===== config.mk =====
export PLATFORM = sky130hd
export DESIGN_NAME = aes_stream_frontend
export DESIGN_NICKNAME = d
export VERILOG_FILES = /design/src/rtl/aes_stream_frontend.sv
export SDC_FILE = /design/constraint.sdc
export NUM_CORES = 1
export LEC_CHECK = 0
export CORE_MARGIN = 4
export CORE_UTILIZATION = 50
export CTS_CLUSTER_DIAMETER = 40
export DETAILED_ROUTE_END_ITERATION = 12
export PLACE_DENSITY_LB_ADDON = 0.1
export SETUP_SLACK_MARGIN = 0.5
export SKIP_CTS_REPAIR_TIMING = 1
export SLEW_MARGIN = 20
export SYNTH_ARGS = -nofsm -noshare
export SYNTH_HDL_FRONTEND = slang
export SYNTH_SLANG_ARGS = --single-unit
export TNS_END_PERCENT = 1

===== constraint.sdc =====
create_clock -name clk -period 6.6 [get_ports clk]
set_input_delay 1.32 -clock clk [delete_from_list [all_inputs] [get_ports clk]]
set_output_delay 1.32 -clock clk [all_outputs]
set_load 0.1 [all_outputs]

===== src/rtl/aes_stream_frontend.sv =====
// Word-serial host front end for a 128-bit AES core: loads plaintext and key DW bits at a
// time, pulses the core start, captures the ciphertext and streams it back low word first.
module aes_stream_frontend #(
    parameter int DW       = 8,
    parameter bit KEEP_KEY = 1'b1
) (
    input  logic          clk,
    input  logic          rst_,
    input  logic [1:0]    cmd,
    input  logic [DW-1:0] din,
    output logic [DW-1:0] dout,
    output logic          dout_vld,
    output logic          ready,
    output logic          ok,
    output logic          err,
    output logic [127:0]  key_o,
    output logic [127:0]  pt_o,
    output logic          core_start,
    input  logic          core_done,
    input  logic [127:0]  ct_i
);
    localparam int NW = 128 / DW;
    localparam int CW = (NW > 1) ? $clog2(NW) : 1;
    localparam logic [CW-1:0] CNT_LAST = CW'(NW - 1);

    localparam logic [1:0] CMD_ID = 2'b00;
    localparam logic [1:0] CMD_ST = 2'b01;
    localparam logic [1:0] CMD_SK = 2'b10;
    localparam logic [1:0] CMD_SP = 2'b11;

    typedef enum logic [2:0] {
        S_IDLE,
        S_LOAD_PT,
        S_LOAD_KEY,
        S_RUN,
        S_DRAIN
    } state_t;

    state_t        state_reg;
    logic [CW-1:0] cnt_reg;
    logic [1:0]    cmd_q_reg;
    logic          pt_vld_reg;
    logic          key_vld_reg;
    logic          last_reg;
    logic [127:0]  ct_reg;
    logic [DW-1:0] ct_words [NW];
    logic [6:0]    wr_base;
    logic          cmd_edge;

    // A command only fires on its first cycle, so a level held by the host acts once.
    assign cmd_edge = (cmd != CMD_ID) && (cmd_q_reg == CMD_ID);
    assign wr_base  = 7'(cnt_reg) * 7'(DW);

    for (genvar gi = 0; gi < NW; gi++) begin : g_ct_words
        assign ct_words[gi] = ct_reg[gi*DW +: DW];
    end

    always_ff @(posedge clk or negedge rst_) begin
        if (!rst_) begin
            state_reg   <= S_IDLE;
            cnt_reg     <= '0;
            cmd_q_reg   <= CMD_ID;
            pt_vld_reg  <= 1'b0;
            key_vld_reg <= 1'b0;
            last_reg    <= 1'b0;
            ct_reg      <= '0;
            key_o       <= '0;
            pt_o        <= '0;
            dout        <= '0;
            dout_vld    <= 1'b0;
            ready       <= 1'b1;
            ok          <= 1'b0;
            err         <= 1'b0;
            core_start  <= 1'b0;
        end else begin
            cmd_q_reg  <= cmd;
            err        <= 1'b0;
            core_start <= 1'b0;
            case (state_reg)
                S_IDLE: begin
                    if (cmd_edge) begin
                        case (cmd)
                            CMD_SP: begin
                                state_reg  <= S_LOAD_PT;
                                cnt_reg    <= '0;
                                pt_vld_reg <= 1'b0;
                                ok         <= 1'b0;
                                ready      <= 1'b0;
                            end
                            CMD_SK: begin
                                state_reg   <= S_LOAD_KEY;
                                cnt_reg     <= '0;
                                key_vld_reg <= 1'b0;
                                ok          <= 1'b0;
                                ready       <= 1'b0;
                            end
                            default: begin
                                if (pt_vld_reg && key_vld_reg) begin
                                    state_reg  <= S_RUN;
                                    core_start <= 1'b1;
                                    ok         <= 1'b0;
                                    ready      <= 1'b0;
                                end else begin
                                    err <= 1'b1;
                                end
                            end
                        endcase
                    end
                end
                S_LOAD_PT: begin
                    if (cmd == CMD_ID) begin
                        err       <= 1'b1;
                        state_reg <= S_IDLE;
                        ready     <= 1'b1;
                    end else begin
                        pt_o[wr_base +: DW] <= din;
                        if (cnt_reg == CNT_LAST) begin
                            pt_vld_reg <= 1'b1;
                            state_reg  <= S_IDLE;
                            ready      <= 1'b1;
                        end else begin
                            cnt_reg <= cnt_reg + 1'b1;
                        end
                    end
                end
                S_LOAD_KEY: begin
                    if (cmd == CMD_ID) begin
                        err       <= 1'b1;
                        state_reg <= S_IDLE;
                        ready     <= 1'b1;
                    end else begin
                        key_o[wr_base +: DW] <= din;
                        if (cnt_reg == CNT_LAST) begin
                            key_vld_reg <= 1'b1;
                            state_reg   <= S_IDLE;
                            ready       <= 1'b1;
                        end else begin
                            cnt_reg <= cnt_reg + 1'b1;
                        end
                    end
                end
                S_RUN: begin
                    // A done seen while start is still high belongs to a previous run.
                    if (core_done && !core_start) begin
                        ct_reg    <= ct_i;
                        cnt_reg   <= '0;
                        last_reg  <= 1'b0;
                        state_reg <= S_DRAIN;
                    end
                end
                S_DRAIN: begin
                    if (last_reg) begin
                        dout_vld    <= 1'b0;
                        ok          <= 1'b1;
                        pt_vld_reg  <= 1'b0;
                        key_vld_reg <= KEEP_KEY;
                        last_reg    <= 1'b0;
                        state_reg   <= S_IDLE;
                        ready       <= 1'b1;
                    end else begin
                        dout     <= ct_words[cnt_reg];
                        dout_vld <= 1'b1;
                        if (cnt_reg == CNT_LAST) begin
                            last_reg <= 1'b1;
                        end else begin
                            cnt_reg <= cnt_reg + 1'b1;
                        end
                    end
                end
                default: begin
                    state_reg <= S_IDLE;
                    ready     <= 1'b1;
                end
            endcase
        end
    end

endmodule

==> reports/results.txt, run 1 <==
status -> complete, no violations
Max Buffers Root-to-Sink -> 3
row count -> 67
CP Depth -> 7
post-synthesis sequential area ratio -> 0.5918
Yosys reg bits -> 409
per-cell routed wire length -> 22.90 um
crit path DAT -> 4.16 ns
crit path kind -> register to register
vias in the first global route -> 11980
Starting DRT DRC Count -> 560
Peak VDD IR -> 0.0005189 V
startpoint types -> register
dpl hpwl -> 33090 um
Tightest Pin Transition -> 1.076 ns
count of mapped cells out of synthesis -> 1160
relative slew slack -> 0.2804
Post-synth EDFFs -> 0
max incr delay on CP -> 0.69 ns
FF+latch area -> 10240 um^2
via total after detailed routing -> 11250
Root Driver -> clkbuf_16
P_leak -> 10.32 nW
Final ANT Viol Nets -> 0
clk_lat worst skew -> 0.59 ns
Routed WL -> 46960 um
unrepaired setup endpoints after global routing -> false
IO Port Bufs -> 409
syn_area_per_cell -> 14.91 um^2
Final #Nets -> 1707
PD cells -> 493.3 nW/um^2
critical path's top delay family -> simple AND/OR/NAND/NOR gates
Filler cells -> 2375
final hold violations -> 0
CP max FO -> 42
fin cells -> 2051
top-area cell type share of the netlist area -> 0.5903
Pwr Total -> 11.63 mW
sum of negative setup slack -> 0 ns
GR Util All Layers -> 0.2459
main area contributors after synthesis -> dfrtp_1, mux2_2, mux4_2, buf_2, nor2_1
Syn Nets -> 1305
TritonCTS clock tree -> done
Main synth FF type -> dfrtp_1
post-synthesis cell area -> 17300 um^2
clk_skew -> 0.02836 ns
initial antenna violation count -> 4
remaining global-route overflow -> 0
Multi-input gate area -> 6708 um^2
Worst EP required -> 7.06 ns
Top Ports -> 410
Die W -> 194.0 um
cell chain of the critical path -> buf_4, inv_1, ha_1, nor2b_1, nand2b_1, nor3_4, mux2_2
dpl cells -> 1956
Async S/R FF share, synth -> 1.000
final setup margin -> 2.898 ns
CTS sink count -> 409
post-synth top area cell -> dfrtp_1
die height -> 194.0 um
Starting Density -> 0.5107
area grow syn2layout -> 36.25%
crit end category -> register
FF-to-FF path depth -> 7
final worst path period share -> 0.5609
Max Cap Violations -> 0
count leader, synth -> dfrtp_1
Setup violations, final -> 0
yosys warns -> 0
fmax -> 0.2701 GHz
first-pass iteration count of the detailed router -> 4
DP Worst Slack -> 2.652 ns
Core Util, Final -> 0.6958
gpl congestion -> 0.7916
CP bufs+invs -> 2
max-slew violations -> 0
largest net degree at the start of global routing -> 149
CTS buffer count -> 52
Tmin final -> 3.702 ns
first-pass GRT wire length -> 72480 um
DR vias/cell -> 5.484
H-tree depth -> 2
DRC Markers -> 0
Core Area -> 33870 um^2
commonest cells in the netlist -> dfrtp_1, mux2_2, nor2_1
hold path cells -> 2
Worst Hold Class -> register to register
die footprint -> 37630 um^2
CTS clk-pin slew, worst paths -> 0.06 ns
share of post-route cells with drive strength above 1 -> 0.3489
Critical-path top delay cell -> ha_1
synth unique cells -> 61
## kinds of logic (layout without fill, tap and decap cells)
logic type,Yosys count,count (layout),synth area share
muxes,429,429,0.2979
xor gates and xnor gates,6,6,0.003038
DFF,409,409,0.5918
buffers and inverters,82,524,0.02177
AOI/OAI and AO/OA,60,60,0.02438
other,0,1,0
adders and majority gates,4,4,0.002894
and+or+nand+nor,170,170,0.05823
## layout by cell type, fill, tap and decap left out, types with 3 or more instances in the layout
cell type and n:
clkbuf_8 5, clkbuf_16 54, a31oi_1 4, nor2b_1 10, inv_6 3, nand2_1 28
dfrtp_2 3, clkbuf_1 3, xnor2_1 4, mux2i_1 4, o211ai_1 4, nor3_1 7
nor2_1 43, nand3_1 9, dfrtp_1 405, a31o_2 3, nand2b_1 4, nor3_4 5
a21oi_1 6, inv_1 5, or3_1 5, nand4_1 7, clkinv_2 7, o21ai_0 17
bufinv_16 5, mux2_2 394, and3_1 19, and2_1 12, clkdlybuf4s50_1 408, nor4_4 4
a22oi_1 7, clkinv_4 3, buf_4 14, clkinvlp_4 6, ha_1 4, mux4_2 29
inv_8 7
## power breakdown
part | internal, mW | switching (mW) | total (mW) | leakage [nW]
sequential | 3.23 | 0.403 | 3.63 | 5.26
combinational | 1.62 | 3.47 | 5.09 | 4.17
clock | 1.77 | 1.13 | 2.90 | 0.879
## path summary, 6_finish.rpt
path	start	endpoint	slack, ns
worst max register to register	cnt_reg[1]$_DFFE_PN0P_	pt_o[51]$_DFFE_PN0P_	2.90
max in group asynchronous	rst_	cnt_reg[2]$_DFFE_PN0P_	4.34
worst max-delay path	cnt_reg[1]$_DFFE_PN0P_	pt_o[51]$_DFFE_PN0P_	2.90
worst min-delay path	dout_vld$_DFFE_PN0P_	dout_vld$_DFFE_PN0P_	0.48
min in group asynchronous	rst_	key_o[27]$_DFFE_PN0P_	0.81
worst min register to register	dout_vld$_DFFE_PN0P_	dout_vld$_DFFE_PN0P_	0.48
## area by class of cell
type / count / area share
Sequential cell: 409 / 0.4345
Multi-Input combinational cell: 669 / 0.2846
Timing Repair Buffer: 424 / 0.1792
Clock buffer: 62 / 0.06074
Tap cell: 448 / 0.02379
Clock inverter: 32 / 0.01603
Inverter: 6 / 0.0009557
Antenna cell: 1 / 0.0001062
## worst min-delay path, cell delays in order (launching register included)
cell     delay [ns]
dfrtp_1        0.34
nand2_1        0.05
nand2_1        0.05
## stage by stage
step / hold slack, ns / cell area (um^2)
2_1_floorplan: 0.4749 / 17300
4_1_cts: 0.4801 / 23560
6_report: 0.4751 / 23570
3_3_place_gp: 0.4616 / 21750
5_1_grt: 0.5144 / 23570
3_5_place_dp: 0.4648 / 21750
## metal layers
layer	track usage	routed length [um]	vias to the layer above
met4	0.07708	1359	6
met3	0.07976	3719	89
met1	0.3262	19530	5773
met5	0	43	-
met2	0.3898	22300	368
li1	-	-	5012
No activity file was read; power rests on OpenSTA's default activity.
==> run 2: changes to the inputs <==
Clock period 6.6 ns to 3.8 ns, I/O delays scaled along.
==> run 2 against run 1 <==
  * Sequential cell count is the same
  * Largest power group unchanged
  * Via count increased by 0.36%
  * Critical endpoint is now pt_o[99]$_DFFE_PN0P_
  * Clock skew fell by 0.015 ns
  * Die area did not move
  * Wire length shrank 0.76%
  * Critical path type unchanged
  * Sequential power grew 75%
  * Register-to-register slack worse by 2.3 ns
  * Global-route usage down 0.19 points
  * Final area up 0.99%
  * Worst setup slack lost 2.3 ns
  * Clock-buffer cell count fell by 4
==> reports/results.txt, run 2 (synthesized netlist as in run 1, its figures left out) <==
remaining global-route overflow -> 0 (unchanged)
relative slew slack -> 0.2813 (+0.0008180)
first-pass iteration count of the detailed router -> 5 (+1)
sum of negative setup slack -> 0 ns (unchanged)
row count -> 67 (unchanged)
Multi-input gate area -> 6710 um^2 (about the same)
crit path kind -> register to register
per-cell routed wire length -> 22.57 um (-1.4%)
Root Driver -> clkbuf_16
crit end category -> register
Worst EP required -> 4.22 ns (-2.84 ns)
startpoint types -> register
crit path DAT -> 3.58 ns (-0.58 ns)
Max Cap Violations -> 0 (unchanged)
Final ANT Viol Nets -> 0 (unchanged)
H-tree depth -> 2 (unchanged)
Max Buffers Root-to-Sink -> 3 (unchanged)
CTS buffer count -> 51 (-1.9%)
hold_ws -> 0.2146 ns (-0.2606 ns)
via total after detailed routing -> 11290 (+0.36%)
clk_skew -> 0.01305 ns (-0.01531 ns)
Final #Nets -> 1718 (+0.64%)
final setup margin -> 0.6420 ns (-2.256 ns)
status -> complete, no violations
CP max FO -> 17 (-60%)
area grow syn2layout -> 37.60%
Tightest Pin Transition -> 1.075 ns (-0.001223 ns)
IO Port Bufs -> 409 (unchanged)
final hold violations -> 0 (unchanged)
DP Worst Slack -> 0.4710 ns (-2.181 ns)
clk_lat worst skew -> 0.55 ns (-0.04 ns)
max-slew violations -> 0 (unchanged)
fmax -> 0.3167 GHz (+17%)
first-pass GRT wire length -> 72350 um (-0.17%)
unrepaired setup endpoints after global routing -> true
FF+latch area -> 10240 um^2 (unchanged)
largest net degree at the start of global routing -> 92 (-38%)
Setup violations, final -> 0 (unchanged)
Tmin final -> 3.158 ns (-0.5443 ns)
Starting Density -> 0.5107 (unchanged)
share of post-route cells with drive strength above 1 -> 0.3573 (+0.008337)
Peak VDD IR -> 0.0008350 V (+61%)
final worst path period share -> 0.8310 (+0.2701)
die height -> 194.0 um (unchanged)
DR vias/cell -> 5.466 (-0.32%)
CTS sink count -> 409 (unchanged)
vias in the first global route -> 12010 (+0.24%)
Routed WL -> 46600 um (-0.76%)
Core Util, Final -> 0.7027 (+0.006909)
PD cells -> 860.4 nW/um^2 (+74%)
gpl congestion -> 0.7882 (-0.43%)
commonest non-fill, non-tap cell in the layout -> clkdlybuf4s50_1
GR Util All Layers -> 0.2440 (-0.001895)
DRC Markers -> 0 (unchanged)
P_leak -> 10.42 nW (+1.0%)
CTS clk-pin slew, worst paths -> 0.06 ns (about the same)
TritonCTS clock tree -> done
most frequent cells in the layout -> clkdlybuf4s50_1, dfrtp_1, mux2_2
Starting DRT DRC Count -> 487 (-13%)
Filler cells -> 2380 (+0.21%)
initial antenna violation count -> 7 (+3)
dpl hpwl -> 33350 um (+0.79%)
Top Ports -> 410 (unchanged)
Worst Hold Class -> input port to async pin
die footprint -> 37630 um^2 (unchanged)
Core Area -> 33870 um^2 (unchanged)
Die W -> 194.0 um (unchanged)
-- run 2: changes by cell type in the layout (fill, tap and decap cells not counted), sizes merged, moves of 2 or more --
cell,change
buf,+13
clkinvlp,+3
bufinv,+4
clkbuf,-4
clkinv,-2
-- run 2: layout make-up --
type	instances	area share
Antenna cell	2	0.0002103
Inverter	6	0.0009463
Clock inverter	37	0.02071
Sequential cell	409	0.4302
Multi-Input combinational cell	669	0.2819
Clock buffer	58	0.05862
Timing Repair Buffer	436	0.1838
Tap cell	448	0.02355
-- run 2: path summary, 6_finish.rpt --
path | startpoint | endpoint | slack [ns] | cells past startpoint
max | cnt_reg[0]$_DFFE_PN0P_ | pt_o[99]$_DFFE_PN0P_ | 0.64 | 5
min | rst_ | pt_o[27]$_DFFE_PN0P_ | 0.21 | 1
max reg2reg | cnt_reg[0]$_DFFE_PN0P_ | pt_o[99]$_DFFE_PN0P_ | 0.64 | 5
min reg2reg | pt_o[97]$_DFFE_PN0P_ | pt_o[97]$_DFFE_PN0P_ | 0.48 | 1
max in group asynchronous | rst_ | key_o[5]$_DFFE_PN0P_ | 2.60 | 2
min in group clk | pt_o[97]$_DFFE_PN0P_ | pt_o[97]$_DFFE_PN0P_ | 0.48 | 1
-- run 2: metal layers --
metal / GRT usage / part of all wire
met1: 0.3234 / 0.41
met2: 0.3941 / 0.48
met3: 0.07350 / 0.078
met4: 0.07083 / 0.026
met5: 0 / 0.0015
-- run 2: critical path, stage by stage (launching register included) --
cell      delay (ns)
dfrtp_2         0.59
clkinv_1        0.16
ha_1            0.55
or3_1           0.67
nor4_4          0.65
mux2_2          0.40
-- run 2: power by group --
group / internal, mW / switching (mW)
Clock: 3.30 / 1.95
Combinational: 2.86 / 6.01
Sequential: 5.61 / 0.756
-- run 2: stage by stage --
stage	std cells	instance area [um^2]	total power, mW
2_1_floorplan	1160	17300	12.93
3_3_place_gp	1967	21900	15.17
3_5_place_dp	1967	21900	15.33
4_1_cts	2062	23790	20.64
5_1_grt	2065	23800	21.36
6_report	2065	23800	20.48
